`config.mk`:
```
export PLATFORM = sky130hd
export DESIGN_NAME = fp_mul_norm_round
export DESIGN_NICKNAME = d
export VERILOG_FILES = /design/src/rtl/fp_mul_pkg.sv /design/src/rtl/fp_round_rne.sv /design/src/rtl/fp_mul_norm_round.sv
export SDC_FILE = /design/constraint.sdc
export NUM_CORES = 1
export LEC_CHECK = 0
export ABC_AREA = 1
export CAP_MARGIN = 5
export CORE_MARGIN = 5
export CORE_UTILIZATION = 42
export DETAILED_ROUTE_END_ITERATION = 8
export GPL_TIMING_DRIVEN = 0
export PLACE_DENSITY_LB_ADDON = 0.25
export SETUP_SLACK_MARGIN = 0.4
export SLEW_MARGIN = 40
export SYNTH_ARGS = -nofsm -noshare
export SYNTH_HDL_FRONTEND = slang
export SYNTH_SLANG_ARGS = --single-unit
export TNS_END_PERCENT = 100
```
`constraint.sdc`:
```
create_clock -name clk -period 3.1 [get_ports clk]
set_input_delay 0.31 -clock clk [delete_from_list [all_inputs] [get_ports clk]]
set_output_delay 0.31 -clock clk [all_outputs]
set_load 0.05 [all_outputs]
```
`src/rtl/fp_mul_pkg.sv`:
```
`default_nettype none
// ============================================================================
//  Module   : fp_mul_pkg
//  Purpose  : Shared constants and the stage-1 register layout for the
//             single-precision multiplier normalize/round stage.
//  Contents : EXP_W, MAN_W, BIAS, QNAN, derived widths, s1_t struct.
//  Revision : 1.0  initial release
// ============================================================================
package fp_mul_pkg;

    localparam int EXP_W  = 8;
    localparam int MAN_W  = 23;
    localparam int BIAS   = 127;

    // Exponent carried with two guard bits so it stays signed and never wraps.
    localparam int XEXP_W = EXP_W + 2;
    localparam int PROD_W = 2 * (MAN_W + 1);
    localparam int RES_W  = EXP_W + MAN_W + 1;

    localparam logic [RES_W-1:0]  QNAN    = 32'h7FC0_0000;
    localparam logic [XEXP_W-1:0] EXP_ONE = XEXP_W'(1);
    // Smallest exponent that no longer fits a finite result.
    localparam logic [XEXP_W-1:0] EXP_SAT = XEXP_W'(2 * BIAS + 1);

    typedef struct packed {
        logic              sign;
        logic [XEXP_W-1:0] exp;    // two's complement
        logic [MAN_W-1:0]  frac;
        logic              g;
        logic              r;
        logic              s;
        logic              zero;
        logic              inf;
        logic              nan;
    } s1_t;

endpackage
`default_nettype wire

```
`src/rtl/fp_round_rne.sv`:
```
`default_nettype none
// ============================================================================
//  Module   : fp_round_rne
//  Purpose  : Combinational round-to-nearest-even of a normalized fraction.
//  Ports    : i_frac/i_g/i_r/i_s - fraction with guard, round, sticky bits
//             i_exp              - signed extended exponent
//             o_frac/o_exp       - rounded fraction and adjusted exponent
//  Revision : 1.0  initial release
// ============================================================================
module fp_round_rne
    import fp_mul_pkg::*;
(
    input  logic [MAN_W-1:0]  i_frac,
    input  logic              i_g,
    input  logic              i_r,
    input  logic              i_s,
    input  logic [XEXP_W-1:0] i_exp,
    output logic [MAN_W-1:0]  o_frac,
    output logic [XEXP_W-1:0] o_exp
);

    logic         w_round_up;
    logic [MAN_W:0] w_sum;

    // Ties (G=1, R=S=0) go up only when the fraction is odd.
    assign w_round_up = i_g & (i_r | i_s | i_frac[0]);
    assign w_sum      = {1'b0, i_frac} + {{MAN_W{1'b0}}, w_round_up};

    // Carry out of the fraction means the significand became 2.0: renormalize.
    assign o_frac = w_sum[MAN_W] ? '0 : w_sum[MAN_W-1:0];
    assign o_exp  = w_sum[MAN_W] ? (i_exp + EXP_ONE) : i_exp;

endmodule
`default_nettype wire

```
`src/rtl/fp_mul_norm_round.sv`:
```
`default_nettype none
// ============================================================================
//  Module   : fp_mul_norm_round
//  Purpose  : Final multiplier stage: normalize the 48-bit mantissa product,
//             round to nearest-even, flag overflow/underflow, pack IEEE-754.
//             Two-stage pipeline with valid/ready on both sides.
//  Ports    : clk, rst (async, active-high)
//             in_valid/in_ready, in_sign, in_exp, in_mant, in_zero/inf/nan
//             out_valid/out_ready, out_result, out_ovf, out_unf
//  Revision : 1.0  initial release
// ============================================================================
module fp_mul_norm_round
    import fp_mul_pkg::*;
(
    input  logic              clk,
    input  logic              rst,
    input  logic              in_valid,
    output logic              in_ready,
    input  logic              in_sign,
    input  logic [XEXP_W-1:0] in_exp,
    input  logic [PROD_W-1:0] in_mant,
    input  logic              in_zero,
    input  logic              in_inf,
    input  logic              in_nan,
    output logic              out_valid,
    input  logic              out_ready,
    output logic [RES_W-1:0]  out_result,
    output logic              out_ovf,
    output logic              out_unf
);

    s1_t               r_s1;
    logic              r_s1_valid;
    logic              r_out_valid;
    logic [RES_W-1:0]  r_out_result;
    logic              r_out_ovf;
    logic              r_out_unf;

    s1_t               w_s1_d;
    logic              w_s2_ready;
    logic [MAN_W-1:0]  w_rnd_frac;
    logic [XEXP_W-1:0] w_rnd_exp;
    logic [RES_W-1:0]  w_res;
    logic              w_ovf;
    logic              w_unf;

    assign w_s2_ready = !r_out_valid || out_ready;
    assign in_ready   = !r_s1_valid || w_s2_ready;

    // ---------------- stage 1: normalize ----------------
    // The product of two [1,2) significands lies in [1,4); bit 47 set means
    // the value is >= 2 and needs one extra right shift.
    always_comb begin
        w_s1_d      = '0;
        w_s1_d.sign = in_sign;
        w_s1_d.zero = in_zero;
        w_s1_d.inf  = in_inf;
        w_s1_d.nan  = in_nan;
        if (in_mant[PROD_W-1]) begin
            w_s1_d.frac = in_mant[PROD_W-2 -: MAN_W];
            w_s1_d.g    = in_mant[PROD_W-2-MAN_W];
            w_s1_d.r    = in_mant[PROD_W-3-MAN_W];
            w_s1_d.s    = |in_mant[PROD_W-4-MAN_W:0];
            w_s1_d.exp  = in_exp + EXP_ONE;
        end else begin
            w_s1_d.frac = in_mant[PROD_W-3 -: MAN_W];
            w_s1_d.g    = in_mant[PROD_W-3-MAN_W];
            w_s1_d.r    = in_mant[PROD_W-4-MAN_W];
            w_s1_d.s    = |in_mant[PROD_W-5-MAN_W:0];
            w_s1_d.exp  = in_exp;
        end
    end

    always_ff @(posedge clk or posedge rst) begin
        if (rst) begin
            r_s1_valid <= 1'b0;
            r_s1       <= '0;
        end else if (in_ready) begin
            r_s1_valid <= in_valid;
            if (in_valid) begin
                r_s1 <= w_s1_d;
            end
        end
    end

    // ---------------- stage 2: round and pack ----------------
    fp_round_rne u_round (
        .i_frac (r_s1.frac),
        .i_g    (r_s1.g),
        .i_r    (r_s1.r),
        .i_s    (r_s1.s),
        .i_exp  (r_s1.exp),
        .o_frac (w_rnd_frac),
        .o_exp  (w_rnd_exp)
    );

    always_comb begin
        w_res = {r_s1.sign, w_rnd_exp[EXP_W-1:0], w_rnd_frac};
        w_ovf = 1'b0;
        w_unf = 1'b0;
        if (r_s1.nan) begin
            w_res = QNAN;
        end else if (r_s1.inf) begin
            w_res = {r_s1.sign, {EXP_W{1'b1}}, {MAN_W{1'b0}}};
        end else if (r_s1.zero) begin
            w_res = {r_s1.sign, {(EXP_W+MAN_W){1'b0}}};
        end else if ($signed(w_rnd_exp) >= $signed(EXP_SAT)) begin
            w_res = {r_s1.sign, {EXP_W{1'b1}}, {MAN_W{1'b0}}};
            w_ovf = 1'b1;
        end else if ($signed(w_rnd_exp) < $signed(EXP_ONE)) begin
            // No subnormal support: anything below the normal range flushes.
            w_res = {r_s1.sign, {(EXP_W+MAN_W){1'b0}}};
            w_unf = 1'b1;
        end
    end

    always_ff @(posedge clk or posedge rst) begin
        if (rst) begin
            r_out_valid  <= 1'b0;
            r_out_result <= '0;
            r_out_ovf    <= 1'b0;
            r_out_unf    <= 1'b0;
        end else if (w_s2_ready) begin
            r_out_valid <= r_s1_valid;
            if (r_s1_valid) begin
                r_out_result <= w_res;
                r_out_ovf    <= w_ovf;
                r_out_unf    <= w_unf;
            end
        end
    end

    assign out_valid  = r_out_valid;
    assign out_result = r_out_result;
    assign out_ovf    = r_out_ovf;
    assign out_unf    = r_out_unf;

endmodule
`default_nettype wire

```
==> out/qor.yml, run 1 <==
slew_headroom: 0.585
finalSetupViolations: 0
cts.path.max_buffers: 2
synthTopCellsByCount: "nand2_1 (244), dfrtp_1 (76), nor2_1 (72), inv_1 (46), nand3_1 (31)"
worst_slack_ps: 689
slew_viol_final: 0
root_buffer: "clkbuf_8"
path_depth: 13
synth_ff_type: "dfrtp_1"
avgViaCountPerCell: 4.95
worstPathMaxFanout: 10
insertion_delay_ps: 360
ys_types: 36
ys_ff_latch: 76
clkTransAtPathRegs_ps: 80
synth_edf_count: 0
cp_top_family: "simple AND/OR/NAND/NOR gates"
drc: 0
htreeDepth: 3
cts_buffers: 9
grt_pass1_vias: 4224
hold_buffers: 0
cp.arrival_ps: 2710
yosysTopAreaCellShare: 0.435
dr.pass1.iters: 5
rsz0062_at_grt: "false"
ys_top_cells_by_area: "dfrtp_1 (43%), nand2_1 (21%), nor2_1 (6.2%)"
avgSynthCellArea_um2: 7.10
n_fill_cell: 990
status: "complete, no violations"
fin_cells: 871
synth_most_common_cell: "nand2_1"
clkPwrFrac: 0.257
max_freq_ghz: 0.415
die_height_um: 112
gp_congestion: 0.874
vias: 4308
leakage_nw: 2.79
drive_gt1_frac: 0.0626
p_per_area_mw_per_mm2: 568
cts_tree: "yes"
grt_pass1_wl_mm: 19.4
dp_hpwl_mm: 8.80
worstMarginPinSlew_ps: 620
crit_top_cell: "nand2_1"
port_buffers: 101
swShare: 0.379
drt_iter0_markers: 333
cpPeakStageDelay_ps: 430
final_hold_viol_count: 0
layout.nets: 799
crit_start: "r_s1[14]"
critPathBufInv: 3
synth_nets: 685
required_ps: 3400
layout_min_cycle_time_ps: 2410
grt_max_degree: 59
comb_power_share: 0.351
irDropWorstVdd_uv: 236
path_class: "reg2reg"
wl_mm: 11.2
grt_antenna_before_repair: 0
die_w_um: 112
path_cells: "nand2_1, nor2_1, inv_1, nor3b_4, nand3_2, xor2_4, inv_1, a21oi_2, nand2_2, nor2_4, buf_6, nand2_1, nand2_1"
syn_inst: 616
clock_skew_ps: 8.30
r2r_cells: 13
num_rows: 37
pre_cts_ws_ps: 542
synthArstFlopShare: 1.00
die_area_mm2: 0.0126
timing.rr.start: "r_s1[14]"
power.switching_w: 0.00126
ios: 102
synthToLayoutAreaGrowth_pct: 33.7
ys_warn_count: 0
fp.coreArea_mm2: 0.0102
grt_use_total: 0.187
internal_power_w: 0.00206
initial_core_util: 0.427
drv_cap: 0
sequentialPowerShare: 0.393
yosys.area.top_type: "dfrtp_1"
crit_path_start_kind: "register"
seq_area_frac_synth: 0.435
cts.sinks: 76
cpMaxStageDelayCell: "dfrtp_1"
min_period_over_period: 0.778
hold_class: "in2async"
end_kind: "register"
netlist_area_mm2: 0.00437
dp.cells: 854
wire_per_inst_um: 12.8
antenna_cells: 0
gr-total-overflow: 0
ant_nets: 0
-- cells in the final DEF (no fill, tap or decap), types with 2 or more instances in the layout --
cell             synthesis  layout
xnor2_1                  4       4
o211ai_1                 2       2
clkinv_2                 0       2
nor3_1                   8       7
nand3_1                 31      30
o22ai_1                  4       4
xor2_1                  18      18
clkbuf_1                16      16
dfrtp_1                 76      76
nor2_2                   3       3
a31oi_1                 24      24
a21oi_1                 12      12
clkinv_1                 2       2
inv_6                    0       2
ha_1                     3       3
nand2_1                244     244
buf_6                    3       3
inv_1                   46      45
nand4_1                  2       2
buf_4                    2       3
bufinv_16                0       2
o21ai_0                 16      16
nand3b_1                 2       2
nor2_4                   2       2
nor4_1                   3       3
clkbuf_8                 0      10
nand2_2                  5       5
inv_2                    5       5
clkdlybuf4s50_1          0     101
nor2_1                  72      72
-- layer usage --
metal  vias up  wire length, µm  GRT usage
met3        16              761     0.0474
li1       2177                -          -
met4         0              184     0.0601
met5         -                0          0
met1      1983             5140      0.248
met2       132             5090      0.302
-- stage by stage --
step / area (µm²) / utilization / power, W / TNS (ps) / hold slack, ps
2_1_floorplan: 4370 / - / 0.00207 / 0 / 420
3_3_place_gp: 5550 / 0.543 / 0.00246 / -25300 / 461
3_5_place_dp: 5590 / 0.547 / 0.00249 / 0 / 466
4_1_cts: 5820 / 0.568 / 0.00334 / 0 / 244
5_1_grt: 5850 / 0.571 / 0.00353 / 0 / 257
6_report: 5850 / 0.571 / 0.00332 / 0 / 249
-- repair_timing --
action / in CTS / in global routing
resized for setup: 0 / 3
endpoints found under the hold margin: 0 / 0
endpoints found under the setup margin: 0 / 20
buffers inserted: 0 / 1
-- power groups by stage --
stage | sequential [W] | clock [W] | combinational [W]
floorplan | 0.00159 | 0 | 0.000477
global placement | 0.00132 | 0 | 0.00115
detailed placement | 0.00132 | 0 | 0.00117
CTS | 0.00130 | 0.000867 | 0.00117
global route | 0.00133 | 0.000913 | 0.00128
finish | 0.00130 | 0.000852 | 0.00117
-- final timing paths --
check	end	slack (ps)
min in group clk	out_result[0]	480
worst max-delay path	out_result[17]	690
worst min register to register	out_result[0]	480
worst min-delay path	out_valid	250
worst max register to register	out_result[17]	690
max in group asynchronous	r_s1[36]	2320
-- logic make-up after synthesis --
logic type,share of synthesized area
flops,0.435
xor+xnor,0.0478
fa+ha+maj,0.00858
simple gates,0.350
buf+inv,0.0704
compound gates,0.0881
-- layout make-up --
type	count	area [µm²]	share of cell area
Timing Repair Buffer	103	1050	0.179
Buffer	21	109	0.0186
Clock buffer	10	138	0.0235
Sequential cell	76	1900	0.325
Inverter	53	204	0.0349
Clock inverter	6	86.3	0.0148
Tap cell	136	170	0.0291
Multi-Input combinational cell	466	2190	0.375
-- registers in the layout (all words and copies together), names as in the netlist --
signal	count
out_ovf	1
out_result	32
out_unf	1
out_valid	1
r_s1	40
r_s1_valid	1
(Power assumes the default switching activity.)
==> inputs of run 2 (changes only) <==
clock period = 2.52 ns   (was 3.1 ns; I/O delays follow)
==> run 2 against run 1 <==
Net effect: hold slack got worse by 12 ps; utilization up 6.2 points; sequential cell count is the same; via count is 6.9% higher; register-to-register slack got worse by 330 ps; fmax increased by 12%; global-route usage grew 1.5 points; setup slack worse by 330 ps; count of clock-buffer cells in the layout did not move; clock skew increased by 1.9 ps; final area grew 11%; largest power group is now combinational cells.
==> out/qor.yml, run 2 (same netlist as run 1, synthesis figures left out) <==
antenna_cells: 0
layout_min_cycle_time_ps: 2160
grt_antenna_before_repair: 0
swShare: 0.387
drc: 0
largest_register: "r_s1"
dr_wl_met2_mm: 6.04
drv_cap: 0
leakage_nw: 3.09
reg2reg_setup_slack_ps: 360
htreeDepth: 3
finalSetupViolations: 0
die_area_mm2: 0.0126
cp.arrival_ps: 2470
met3_length_um: 729
avgViaCountPerCell: 5.01
layout_common_cells: "nand2_1 (208), clkdlybuf4s50_1 (101), dfrtp_1 (71)"
ant_nets: 0
gr-total-overflow: 0
layout.nets: 847
cts_buffers: 9
hold_class: "in2async"
final_hold_viol_count: 0
grt_pass1_vias: 4502
slew_headroom: 0.497
power_w: 0.00435
met1_length_mm: 5.63
grt_pass1_wl_mm: 21.1
holdWs_ps: 237
comb_power_share: 0.399
largest_reg_flops: 40
num_rows: 37
port_buffers: 101
root_buffer: "clkbuf_8"
end_kind: "register"
wire_per_inst_um: 13.7
required_ps: 2830
cts.path.max_buffers: 2
dr.pass1.iters: 5
clkPwrFrac: 0.239
max_freq_ghz: 0.463
insertion_delay_ps: 360
min_period_over_period: 0.858
top_layer: "met4"
rsz0062_at_grt: "true"
status: "complete, no violations"
die_w_um: 112
internal_power_w: 0.00267
gp_congestion: 0.883
initial_core_util: 0.427
final_common_cell: "nand2_1"
wl_mm: 12.6
drive_gt1_frac: 0.199
die_height_um: 112
slew_viol_final: 0
crit_path_start_kind: "register"
cts_tree: "yes"
cts.sinks: 76
synthToLayoutAreaGrowth_pct: 48.3
fp.coreArea_mm2: 0.0102
clkTransAtPathRegs_ps: 80
path_class: "reg2reg"
p_per_area_mw_per_mm2: 671
grt_max_degree: 25
sequentialPowerShare: 0.363
power.switching_w: 0.00169
dp_hpwl_mm: 9.22
grt_use_total: 0.202
clock_skew_ps: 10.2
irDropWorstVdd_uv: 312
drt_iter0_markers: 321
worstPathMaxFanout: 5
vias: 4604
worstMarginPinSlew_ps: 750
ios: 102
## run 2: changes by cell type in the layout (fill, tap and decap cells not counted), moves of 3 or more
cell     change
nor2_1       -9
inv_1        -4
nand2_2     +31
nand2_1     -36
dfrtp_2      +5
nand2_4      +5
inv_2        +4
buf_6        +6
buf_4       +39
nor2_2       +4
nor2_4       +5
o21ai_0      -3
a21oi_1      -3
dfrtp_1      -5
## run 2: what timing repair did
action	4_1_cts	5_1_grt
gates resized for setup	30	64
setup endpoints to repair	32	39
pin swaps	10	26
buffers inserted	27	16
hold buffers	0	0
hold endpoints to repair	0	0
cloned	2	2
## run 2: area by class of cell
cell class              instances  area (µm²)
inverters                      53         203
plain buffers                  21         121
well taps                     136         170
clock buffers                  10         128
clock inverters                 6        86.3
fillers                       889        3750
repair buffers                151        1460
flip-flops and latches         76        1910
multi-input cells             466        2410
## run 2: metal layers
metal | global-route usage | vias up
li1 | - | 2284
met1 | 0.261 | 2157
met5 | 0 | -
met4 | 0.0705 | 0
met2 | 0.340 | 144
met3 | 0.0383 | 19
## run 2: final timing paths
check,start,end,depth (start not counted)
min in group clk,in_sign,r_s1[39],3
worst max register to register,r_s1[5],out_result[2],13
worst min register to register,out_result[12],out_result[12],2
max in group asynchronous,rst,r_s1[21],5
worst min-delay path,rst,out_result[29],2
worst max-delay path,r_s1[5],out_result[2],13
## run 2: power groups by stage
stage	registers [W]	clock network, W	logic [W]
2_1_floorplan	0.00196	0	0.000588
3_3_place_gp	0.00162	0	0.00142
3_5_place_dp	0.00163	0	0.00145
4_1_cts	0.00157	0.00104	0.00163
5_1_grt	0.00160	0.00111	0.00189
6_report	0.00158	0.00104	0.00174
## run 2: metrics by stage
step	setup slack (ps)	setup TNS (ps)	instance area [µm²]	std cells	utilization
6_report	358	0	6480	919	0.634
5_1_grt	198	0	6480	919	0.634
4_1_cts	287	0	6170	901	0.603
3_5_place_dp	-36.1	-408	5640	856	0.552
3_3_place_gp	-39.6	-241	5560	853	0.544
2_1_floorplan	410	0	4380	616	-
## run 2: worst max-delay path: stages, from the launching register on
cell	delay, ps
dfrtp_1	370
nand2_2	90
nor2_4	140
nand2_4	110
nor3b_4	240
nand3_2	140
xor2_4	190
inv_2	70
a21oi_4	160
nand2_4	70
nor2_4	210
buf_6	170
nand2_1	50
nand2_1	60
==> inputs of run 3 (changes only) <==
clock period = 2.8 ns   (was 2.52 ns; I/O delays follow)
==> run 3 against run 2 <==
Net effect: cell count fell by 1.5%; clock skew rose by 0.89 ps; register-to-register slack improved by 130 ps; first-iteration DRC count fell by 4.7%; critical path type unchanged.
==> out/qor.yml, run 3 (same netlist as run 1, synthesis figures left out) <==
largest_reg_flops: 40
synthToLayoutAreaGrowth_pct: 41.8
path_cells: "nand2_1, nor2_4, nand2_4, nor3b_4, nand3_2, xor2_4, buf_4, nand2_4, nand2_2, nor2_4, buf_4, nand2_1, nand2_1"
drc: 0
cts_buffers: 9
layout_common_cells: "nand2_1 (235), clkdlybuf4s50_1 (101), nor2_1 (66)"
max_freq_ghz: 0.432
multi_input_area_mm2: 0.00227
cp_top_family: "simple AND/OR/NAND/NOR gates"
clkTransAtPathRegs_ps: 80
n_fill_cell: 939
crit_path_start_kind: "register"
die_area_mm2: 0.0126
crit_top_cell: "nand2_1"
cpMaxStageDelayCell: "dfrtp_2"
vias: 4551
cpPeakStageDelay_ps: 390
grt_pass1_vias: 4232
finalSetupViolations: 0
min_period_over_period: 0.827
final_common_cell: "nand2_1"
cp.arrival_ps: 2620
ant_nets: 0
die_w_um: 112
gp_congestion: 0.874
p_per_area_mw_per_mm2: 617
clock_skew_ps: 11.1
critPathBufInv: 2
layout.nets: 833
cts.sinks: 76
worst_slack_ps: 485
r2r_cells: 13
wire_per_inst_um: 13.5
drv_cap: 0
worstMarginPinSlew_ps: 628
drive_gt1_frac: 0.140
insertion_delay_ps: 380
path_depth: 13
wl_mm: 12.2
status: "complete, no violations"
drt_iter0_markers: 306
antenna_cells: 0
pre_cts_ws_ps: 242
path_class: "reg2reg"
avgViaCountPerCell: 5.03
cts.path.max_buffers: 2
ios: 102
grt_max_degree: 59
grt_use_total: 0.188
fp.coreArea_mm2: 0.0102
cts_tree: "yes"
final_hold_viol_count: 0
num_rows: 37
initial_core_util: 0.427
layout_min_cycle_time_ps: 2320
root_buffer: "clkbuf_8"
largest_register: "r_s1"
seq_area_mm2: 0.00192
die_height_um: 112
worstReg2RegEnd: "out_result[19]"
final_util: 0.606
reg2reg_setup_slack_ps: 480
leakage_nw: 2.97
worstPathMaxFanout: 6
dr.pass1.iters: 5
required_ps: 3110
endpoint: "out_result[19]"
fin_cells: 905
end_kind: "register"
rsz0062_at_grt: "true"
grt_antenna_before_repair: 0
irDropWorstVdd_uv: 272
crit_start: "r_s1[8]"
dp_hpwl_mm: 8.80
gr-total-overflow: 0
hold_class: "in2async"
slew_viol_final: 0
dp.cells: 854
timing.rr.start: "r_s1[8]"
grt_pass1_wl_mm: 19.5
htreeDepth: 3
port_buffers: 101
slew_headroom: 0.579
-- run 3: changes by cell type in the layout (fill, tap and decap cells not counted), moves of 4 or more --
cell | previous run | this run
dfrtp_1 | 71 | 65
dfrtp_2 | 5 | 11
nand2_2 | 36 | 12
inv_2 | 9 | 5
nand2_1 | 208 | 235
buf_6 | 9 | 5
buf_4 | 42 | 34
-- run 3: worst min path at each step --
stage | start | to | depth (start not counted)
after CTS | rst | out_valid | 2
after global placement | out_result[16] | out_result[16] | 2
after global routing | rst | out_valid | 2
after detailed placement | out_result[14] | out_result[14] | 2
after floorplan | in_nan | r_s1[0] | 2
final | rst | out_valid | 2
-- run 3: final cells by class --
cell class / count / share of cell area
timing repair buffer: 137 / 0.209
multi-input combinational: 466 / 0.366
clock buffer: 10 / 0.0222
clock inverter: 6 / 0.0139
buffer: 21 / 0.0188
inverter: 53 / 0.0333
sequential: 76 / 0.309
tap: 136 / 0.0274
-- run 3: repair_timing --
action	CTS	global route
gates resized for setup	3	41
endpoints found under the setup margin	22	27
hold buffers	0	0
cloned	0	4
pin swaps	2	16
buffers inserted	2	29
-- run 3: report_power, final --
part	switching, W	total (W)	leakage (nW)	internal, W
Clock	0.000428	0.000954	0.113	0.000526
Sequential	0.000154	0.00144	0.910	0.00129
Combinational	0.000880	0.00143	1.95	0.000554
-- run 3: routing by layer --
layer / global-route usage / share of wire
met4: 0.0585 / 0.014
met2: 0.304 / 0.47
met3: 0.0469 / 0.061
met1: 0.250 / 0.45
met5: 0 / 0
-- run 3: per-stage QoR --
stage	hold WS [ps]	power (W)	instance area, µm²	setup TNS, ps
after detailed placement	466	0.00276	5590	0
final	211	0.00383	6200	0
after CTS	214	0.00371	5850	0
after global routing	226	0.00404	6200	0
after floorplan	390	0.00229	4370	0
after global placement	461	0.00273	5550	-45820
